$ cat src/rtl/regfile_pkg.sv
// Shared constants and types for the multi-port register file and its scoreboard.
package regfile_pkg;
  localparam int XLEN_DEFAULT     = 32;
  localparam int NUM_REGS_DEFAULT = 32;
  localparam int REG_ZERO         = 0;
  localparam int REG_A0           = 10;

  typedef logic [4:0]  reg_addr_t;
  typedef logic [31:0] xlen_t;
endpackage

$ cat src/rtl/regfile_multiport_if.sv
// Decode/write-back facing bundle of the register file: reads, issue, write-back, a0 tap.
interface regfile_multiport_if #(
  parameter int XLEN     = 32,
  parameter int NUM_REGS = 32,
  parameter int NUM_RD   = 2
);
  localparam int AW = $clog2(NUM_REGS);

  logic [NUM_RD-1:0]            rd_en;
  logic [NUM_RD-1:0][AW-1:0]    rd_addr;
  logic [NUM_RD-1:0][XLEN-1:0]  rd_data;
  logic [NUM_RD-1:0]            rd_busy;
  logic                         stall;
  logic                         we;
  logic [AW-1:0]                wa;
  logic [XLEN-1:0]              wd;
  logic                         issue_valid;
  logic [AW-1:0]                issue_rd;
  logic [XLEN-1:0]              a0;

  modport master (
    output rd_en, rd_addr, we, wa, wd, issue_valid, issue_rd,
    input  rd_data, rd_busy, stall, a0
  );

  modport slave (
    input  rd_en, rd_addr, we, wa, wd, issue_valid, issue_rd,
    output rd_data, rd_busy, stall, a0
  );
endinterface

$ cat src/rtl/regfile_scoreboard.sv
// Pending-write scoreboard: issue sets busy, write-back clears it, set wins on collision.
// Busy updates at the clock edge; per-port rd_busy is combinational and masked by a same-cycle write-back.
module regfile_scoreboard
  import regfile_pkg::*;
#(
  parameter int NUM_REGS = NUM_REGS_DEFAULT,
  parameter int NUM_RD   = 2,
  parameter int AW       = $clog2(NUM_REGS)
) (
  input  logic                      clk,
  input  logic                      rst_n,
  input  logic                      we,
  input  logic [AW-1:0]             wa,
  input  logic                      issue_valid,
  input  logic [AW-1:0]             issue_rd,
  input  logic [NUM_RD-1:0][AW-1:0] rd_addr,
  output logic [NUM_RD-1:0]         rd_busy
);
  logic [NUM_REGS-1:0] busy_q;
  logic [NUM_REGS-1:0] busy_d;

  always_comb begin
    busy_d = busy_q;
    if (we) busy_d[wa] = 1'b0;
    // A new producer supersedes the one retiring this cycle.
    if (issue_valid) busy_d[issue_rd] = 1'b1;
    busy_d[REG_ZERO] = 1'b0;
  end

  always_ff @(posedge clk or negedge rst_n) begin
    if (!rst_n) busy_q <= '0;
    else        busy_q <= busy_d;
  end

  always_comb begin
    rd_busy = '0;
    for (int p = 0; p < NUM_RD; p++) begin
      rd_busy[p] = busy_q[rd_addr[p]] & ~(we && (wa == rd_addr[p]));
    end
  end
endmodule

$ cat src/rtl/regfile_multiport.sv
// N-read/1-write register file with x0 tied to zero, write-to-read bypass and pending-write stall.
// Reads and stall are combinational (0 cycles); writes and busy updates land at the clock edge.
module regfile_multiport
  import regfile_pkg::*;
#(
  parameter int XLEN     = XLEN_DEFAULT,
  parameter int NUM_REGS = NUM_REGS_DEFAULT,
  parameter int NUM_RD   = 2
) (
  input logic               clk,
  input logic               rst_n,
  regfile_multiport_if.slave bus
);
  localparam int AW = $clog2(NUM_REGS);

  logic [XLEN-1:0]   regs_q [NUM_REGS];
  logic [XLEN-1:0]   regs_d [NUM_REGS];
  logic [NUM_RD-1:0] rd_busy_w;

  always_comb begin
    regs_d = regs_q;
    if (bus.we && (bus.wa != AW'(REG_ZERO))) regs_d[bus.wa] = bus.wd;
  end

  always_ff @(posedge clk or negedge rst_n) begin
    if (!rst_n) begin
      for (int i = 0; i < NUM_REGS; i++) regs_q[i] <= '0;
    end else begin
      regs_q <= regs_d;
    end
  end

  // Bypass is gated by reset so reads show zero for the whole reset window.
  always_comb begin
    bus.rd_data = '0;
    for (int p = 0; p < NUM_RD; p++) begin
      if (bus.rd_addr[p] == AW'(REG_ZERO))
        bus.rd_data[p] = '0;
      else if (rst_n && bus.we && (bus.wa == bus.rd_addr[p]))
        bus.rd_data[p] = bus.wd;
      else
        bus.rd_data[p] = regs_q[bus.rd_addr[p]];
    end
  end

  regfile_scoreboard #(
    .NUM_REGS (NUM_REGS),
    .NUM_RD   (NUM_RD),
    .AW       (AW)
  ) u_scoreboard (
    .clk         (clk),
    .rst_n       (rst_n),
    .we          (bus.we),
    .wa          (bus.wa),
    .issue_valid (bus.issue_valid),
    .issue_rd    (bus.issue_rd),
    .rd_addr     (bus.rd_addr),
    .rd_busy     (rd_busy_w)
  );

  assign bus.rd_busy = rd_busy_w;
  assign bus.stall   = |(bus.rd_en & rd_busy_w);
  assign bus.a0      = regs_q[REG_A0];
endmodule
$ cat src/flat_wrapper.sv
// flat-port wrapper written by rule: the top's interface ports become plain ports
module regfile_multiport_flat import regfile_pkg::*;
#(
  parameter int XLEN     = XLEN_DEFAULT,
  parameter int NUM_REGS = NUM_REGS_DEFAULT,
  parameter int NUM_RD   = 2
)
  (clk, rst_n, bus_rd_en, bus_rd_addr, bus_we, bus_wa, bus_wd, bus_issue_valid, bus_issue_rd, bus_rd_data, bus_rd_busy, bus_stall, bus_a0);
  regfile_multiport_if #(.XLEN(XLEN), .NUM_REGS(NUM_REGS), .NUM_RD(NUM_RD)) bus_i ();
  input logic clk;
  input logic rst_n;
  input wire logic [$bits(bus_i.rd_en)-1:0] bus_rd_en;
  input wire logic [$bits(bus_i.rd_addr)-1:0] bus_rd_addr;
  input wire logic [$bits(bus_i.we)-1:0] bus_we;
  input wire logic [$bits(bus_i.wa)-1:0] bus_wa;
  input wire logic [$bits(bus_i.wd)-1:0] bus_wd;
  input wire logic [$bits(bus_i.issue_valid)-1:0] bus_issue_valid;
  input wire logic [$bits(bus_i.issue_rd)-1:0] bus_issue_rd;
  output wire logic [$bits(bus_i.rd_data)-1:0] bus_rd_data;
  output wire logic [$bits(bus_i.rd_busy)-1:0] bus_rd_busy;
  output wire logic [$bits(bus_i.stall)-1:0] bus_stall;
  output wire logic [$bits(bus_i.a0)-1:0] bus_a0;
  assign bus_i.rd_en = bus_rd_en;
  assign bus_i.rd_addr = bus_rd_addr;
  assign bus_i.we = bus_we;
  assign bus_i.wa = bus_wa;
  assign bus_i.wd = bus_wd;
  assign bus_i.issue_valid = bus_issue_valid;
  assign bus_i.issue_rd = bus_issue_rd;
  assign bus_rd_data = bus_i.rd_data;
  assign bus_rd_busy = bus_i.rd_busy;
  assign bus_stall = bus_i.stall;
  assign bus_a0 = bus_i.a0;
  regfile_multiport #(.XLEN(XLEN), .NUM_REGS(NUM_REGS), .NUM_RD(NUM_RD)) u_core (.clk(clk), .rst_n(rst_n), .bus(bus_i));
endmodule
$ cat config.mk
export PLATFORM = sky130hd
export DESIGN_NAME = regfile_multiport_flat
export DESIGN_NICKNAME = d
export VERILOG_FILES = /design/src/rtl/regfile_pkg.sv /design/src/rtl/regfile_multiport_if.sv /design/src/rtl/regfile_scoreboard.sv /design/src/rtl/regfile_multiport.sv /design/src/flat_wrapper.sv
export SDC_FILE = /design/constraint.sdc
export NUM_CORES = 2
export LEC_CHECK = 0
export CAP_MARGIN = 15
export CORE_MARGIN = 2
export CORE_UTILIZATION = 52
export DETAILED_ROUTE_END_ITERATION = 16
export HOLD_SLACK_MARGIN = 0.1
export PLACE_DENSITY_LB_ADDON = 0.1
export SLEW_MARGIN = 20
export SYNTH_ARGS = -nofsm -noshare
export SYNTH_HDL_FRONTEND = slang
export SYNTH_SLANG_ARGS = --single-unit
$ cat constraint.sdc
create_clock -name clk -period 2.44 [get_ports clk]
set_input_delay 0.244 -clock clk [delete_from_list [all_inputs] [get_ports clk]]
set_output_delay 0.244 -clock clk [all_outputs]
set_load 0.01 [all_outputs]
# --- Yosys cells after proc, flatten, opt, wreduce, memory -nomap -nowiden ---
# Index checks and enable logic that the tools add are counted.
word_totals:
  wordCells: 92
  out_inout_bits: 99
  register_bits: 1055
  input_bits: 58
classes:
  n_bitwise: 11
  n_eq_ne: 2
  order_cmp: 10
  muxes: 23
  n_reduce_logical: 13
op_table:
  columns: ["operator", "count"]
  rows:
  - ["1024-bit bitwise mux", 1]
  - ["32-bit 2-to-1 mux", 11]
  - ["32-bit binary-select mux with 5-bit select", 2]
  - ["32-bit demux with 5-bit select", 1]
  - ["32-bit bitwise AND", 1]
  - ["32-bit NOT", 1]
  - ["32-bit bitwise OR", 1]
  - ["5-bit by 6-bit less-than comparator with 1-bit output, second input constant", 4]
  - ["6-bit greater-or-equal comparator, second input constant", 3]
  - ["5-bit NOT with 6-bit output", 3]
  - ["1-bit binary-select mux with 5-bit select", 2]
  - ["1-bit demux with 5-bit select", 2]
  - ["5-bit equality test", 2]
  - ["5-bit by 1-bit greater-or-equal comparator with 1-bit output, second input constant", 2]
  - ["5-bit zero test", 2]
  - ["1-bit logical AND", 9]
  - ["6-bit by 1-bit less-than comparator with 1-bit output, second input constant", 1]
  - ["5-bit nonzero test", 1]
  - ["1-bit 2-to-1 mux", 4]
  - ["1-bit bitwise AND", 2]
  - ["2-bit bitwise AND", 1]
  - ["1-bit NOT", 2]
  - ["2-bit OR reduction", 1]

# --- Logic depth before layout (Yosys ltp) ---
depth:
  ltp_word: 9
  depth_mapped: 10
  depth_no_buf: 5

# --- Hierarchy ---
# From an unflattened synthesis, not the netlist that was laid out.
unflattened:
  cells_unflattened: 3899
  area_unflattened_um2: 56668.1
modules_own_cells:
  columns: ["mod", "instances", "cells_each", "area_per_inst_um2", "seq_area_each_um2"]
  rows:
  - ["regfile_multiport", 1, 3705, 54690.0, 25624.6]
  - ["regfile_scoreboard", 1, 194, 1978.1, 775.7]

# --- Worst setup path after synthesis ---
# Ideal clock, no wire load.
synth_timing:
  path_kind: "input -> output"
  startpoint: "in bus_rd_addr[0]"
  endpoint: "out bus_rd_data[23]"
  stages: 6
  n_path_buf: 3
  required_time_ns: 2.196
  slack_ns: 0.363
  arrival_ns: 1.833
  cell_sequence: "buf_6 > buf_6 > buf_2 > mux4_2 > a2111oi_1 > o31ai_1"
synth_between:
  elab_chain_cells: 6
synth_lines:
  columns: ["element", "line_no", "source"]
  rows:
  - ["start, declared", "flat_wrapper.sv:13", "input wire logic [$bits(bus_i.rd_addr)-1:0] bus_rd_addr;"]
  - ["5-bit NOT with 6-bit output (implied by the code)", "regfile_multiport.sv:42", "bus.rd_data[p] = regs_q[bus.rd_addr[p]];"]
  - ["32-bit binary-select mux with 5-bit select", "regfile_multiport.sv:42", null]
  - ["32-bit 2-to-1 mux (implied by the code) (2 in a row)", "regfile_multiport.sv:42", null]
  - ["32-bit 2-to-1 mux", "regfile_multiport.sv:39", "else if (rst_n && bus.we && (bus.wa == bus.rd_addr[p]))"]
  - ["32-bit 2-to-1 mux (*)", "regfile_multiport.sv:37", "if (bus.rd_addr[p] == AW'(REG_ZERO))"]
  - ["end, declared", "flat_wrapper.sv:19", "output wire logic [$bits(bus_i.rd_data)-1:0] bus_rd_data;"]
# Every way passes the cells marked *; elsewhere a longest branch is shown, timed or not. The select of a mux whose other input is x is not followed.

# --- Worst setup path in the final report ---
layout_timing:
  startpoint: "reg u_core.regs_q[785] (netlist name)"
  endpoint: "out bus_rd_data[49]"
layout_between:
  elab_chain_cells: 5
layout_lines:
  columns: ["element", "line_no", "source"]
  rows:
  - ["start, declared", "regfile_multiport.sv:16", "logic [XLEN-1:0] regs_q [NUM_REGS];"]
  - ["start signal, assigned", "regfile_multiport.sv:29", "regs_q <= regs_d;"]
  - ["32-bit binary-select mux with 5-bit select", "regfile_multiport.sv:42", null]
  - ["32-bit 2-to-1 mux (implied by the code) (2 in a row)", "regfile_multiport.sv:42", null]
  - ["32-bit 2-to-1 mux", "regfile_multiport.sv:39", null]
  - ["32-bit 2-to-1 mux", "regfile_multiport.sv:37", null]
# No other way between the ends. The select of a mux whose other input is x is not followed.

==> flow_metrics.tcl <==
set metrics [dict create \
    worst_setup_path_end_kind "primary output" \
    setup_viol 66 \
    synth_area_leaders "dfrtp_1 46%, mux2_2 20%, mux4_2 20%" \
    min_path_type "in2reg" \
    post-route-min-period_ns 2.80 \
    yosys-mux-area-fraction_pct 41.0 \
    initial_core_util_pct 52.4 \
    failed_checks "setup timing" \
    dp_hpwl_mm 131 \
    clock_sinks 1055 \
    stdcell_count 5830 \
    synthFlopType "dfrtp_1" \
    slew_violations 0 \
    fin_nets 4368 \
    synth_simple_gate_area_share_pct 2.90 \
    grt_first_pass_wirelength_mm 297 \
    yosysTopAreaCellShare_pct 46.3 \
    worstPathArrival_ns 2.56 \
    ctsLongestPathBuffers 3 \
    synth_edf_count 0 \
    ir_worst_vdd_v 0.000612 \
    first_global_vias 42384 \
    p_leak_nw 30.8 \
    finalPower_w 0.0570 \
    finalInstanceArea_mm2 0.0710 \
    areaGrowthSynthToFinish_pct 24.6 \
    synth.cell_area_mm2 0.0570 \
    wire_per_inst_um 35.2 \
    synth_compound_area_share_pct 5.32 \
    rsz0062_at_grt "yes" \
    outcome "finished, violations left" \
    n_antenna_cell 0 \
    antenna_left 0 \
    vias 40626 \
    hold_viol_final 0 \
    drt_iter0_drc 4287 \
    ys_seq_elements 1055 \
    clock_latency_ns 0.71 \
    finalCoreUtilization_pct 65.3 \
    fin_ws_ns -0.361 \
    totalWireLength_mm 205 \
    power_density_mw_per_mm2 802 \
    core_region_area_mm2 0.109 \
    gr-total-overflow 0 \
    io_buffers 156 \
    startpoint_type "flop" \
    busiest_layer "met2" \
    antenna_found_initial 0 \
    synth_cell_types 58 \
    slew_headroom_pct 40.3 \
    htreeDepth 3 \
    io_pins 157 \
    synth.largest_area_cell "dfrtp_1" \
    grt_util_met1_pct 51.0 \
    grtUsageMet2_pct 55.5 \
    fin_crit_sh_pct 115 \
    clock-root-buffer "clkbuf_16" \
    dr.pass1.iters 5 \
    synth_warnings 0 \
    path_max_fanout 2 \
    fmax_mhz 357 \
    dp.cells 5516 \
    cts_tree "built" \
    cts_inserted_buffers 119 \
    synth_xor_area_share_pct 0.154 \
    die_height_um 335 \
    drive_gt1_share_pct 61.4 \
    placed_area_mm2 0.0643 \
    vias_per_cell 6.97 \
    gp_congestion 0.885 \
    path_class "reg2out" \
    met3_usage_pct 7.88 \
    synth_fa_ha_area_share_pct 0 \
    synth_top_family_by_area "multiplexers" \
    num_rows 121 \
    drc 0 \
    syn_avg_cell_area_um2 14.7 \
    ys_async_sr_fraction_pct 100 \
    die_area_mm2 0.112 \
    synth_cells 3864 \
    worstMarginPinSlew_ns 0.895 \
    die_x_um 335 \
    ys_seq_area_share_pct 46.3 \
    globalRouteTotalUtil_pct 36.6 \
    clock_skew_ns 0 \
    clk_pin_slew_ns 0.06 \
    required_ns 2.20 \
    cap_violations 0 \
    grt_max_degree 152 \
    synth.net_count 3922 \
]
-- worst max-delay path, stage by stage, from the launching register on --
cell and delay (ns):
dfrtp_1 0.39, mux4_2 0.50, a22o_1 0.25, a221oi_2 0.17
o211ai_1 0.23, o211a_1 0.17, buf_2 0.14
-- layout make-up --
| type | instances | area [um2] |
|---|---|---|
| repair buffers | 799 | 8280 |
| clock inverters | 66 | 1030 |
| inverters | 16 | 60.1 |
| clock buffers | 161 | 3450 |
| multi-input cells | 2319 | 30000 |
| fillers | 7638 | 37700 |
| flip-flops and latches | 1055 | 26400 |
| well taps | 1414 | 1770 |
-- path summary, 6_finish.rpt --
path                                                  from                                  endpoint  slack, ns  cells past startpoint
max                         u_core.regs_q[785]$_DFFE_PN0P_                           bus_rd_data[49]      -0.36                      6
min                                             bus_wd[11]             u_core.bus.a0[11]$_DFFE_PN0P_       0.24                      2
max reg2reg                  u_core.bus.a0[31]$_DFFE_PN0P_             u_core.bus.a0[31]$_DFFE_PN0P_       1.31                      3
min reg2reg                u_core.regs_q[1006]$_DFFE_PN0P_           u_core.regs_q[1006]$_DFFE_PN0P_       0.40                      0
max in group asynchronous                            rst_n            u_core.regs_q[877]$_DFFE_PN0P_       0.80                      4
min in group asynchronous                            rst_n  u_core.u_scoreboard.busy_q[31]$_DFF_PN0_       0.26                      3
-- sequential cells by signal (all words and copies together) (netlist names) --
name,cells
u_core.u_scoreboard.busy_q,31
u_core.bus.a0,32
u_core.regs_q,992
-- cell usage after synthesis, types with 12 or more instances --
master,n
buf_2,133
dfrtp_1,1055
a211o_1,31
o21ai_0,35
o31ai_1,34
nand3b_1,12
nor2_1,59
nand2_1,50
a2111oi_0,14
mux4_2,496
nand3_1,83
mux2_2,1004
buf_6,16
a2111oi_2,12
clkbuf_1,211
inv_1,15
a22o_1,53
nor3_1,20
o211ai_1,23
buf_4,75
a21oi_1,20
mux2i_1,84
o22ai_1,85
buf_1,36
a22oi_1,54
nor2b_1,43
-- repair_timing --
item / 4_1_cts / 5_1_grt
hold buffers: 1 / 0
resized for setup: 522 / 103
pin swaps: 180 / 97
cloned: 0 / 3
endpoints found under the hold margin: 179 / 0
setup endpoints to repair: 67 / 67
buffers inserted: 72 / 31
-- layer usage --
| metal | share of wire, % | up-vias |
|---|---|---|
| li1 | - | 15878 |
| met5 | 0 | - |
| met1 | 40 | 21902 |
| met4 | 5.1 | 0 |
| met3 | 9.7 | 543 |
| met2 | 46 | 2303 |
-- cell usage in the layout, fill, tap and decap left out, types with 24 or more instances in the layout --
master,instances
clkbuf_16,123
o22ai_1,65
clkdlybuf4s50_1,74
nand3_1,74
nand2_1,29
mux2i_1,78
mux2_2,1002
buf_12,161
a22oi_1,26
a211o_1,30
nand2_2,24
clkbuf_8,29
a22oi_2,28
a2111oi_4,30
a22o_1,53
o21ai_0,28
bufinv_16,25
nor2b_4,25
buf_6,30
mux4_2,496
nor2_1,26
buf_4,452
dfrtp_1,1049
clkinv_2,28
buf_2,67
-- through the flow --
step,setup WS [ns],setup TNS [ns],hold WS (ns)
6_report,-0.361,-9.24,0.236
5_1_grt,-0.426,-12.69,0.253
4_1_cts,-0.401,-11.63,0.208
3_5_place_dp,-0.802,-39.13,0.383
3_3_place_gp,-0.963,-38.42,0.376
2_1_floorplan,0.363,0,-0.0516
-- kinds of logic (layout without fill, tap and decap cells) --
logic type	Yosys count	count (layout)
simple gates	320	320
buf+inv	490	1042
xor+xnor	10	10
flops	1055	1055
mux	1590	1590
compound gates	399	399
-- report_power, final --
group	switching, W	internal, W	leakage, nW
logic	0.00537	0.00781	15.1
clock network	0.00783	0.0125	2.22
registers	0.00255	0.0209	13.5
No activity file was read; power rests on OpenSTA's default activity.
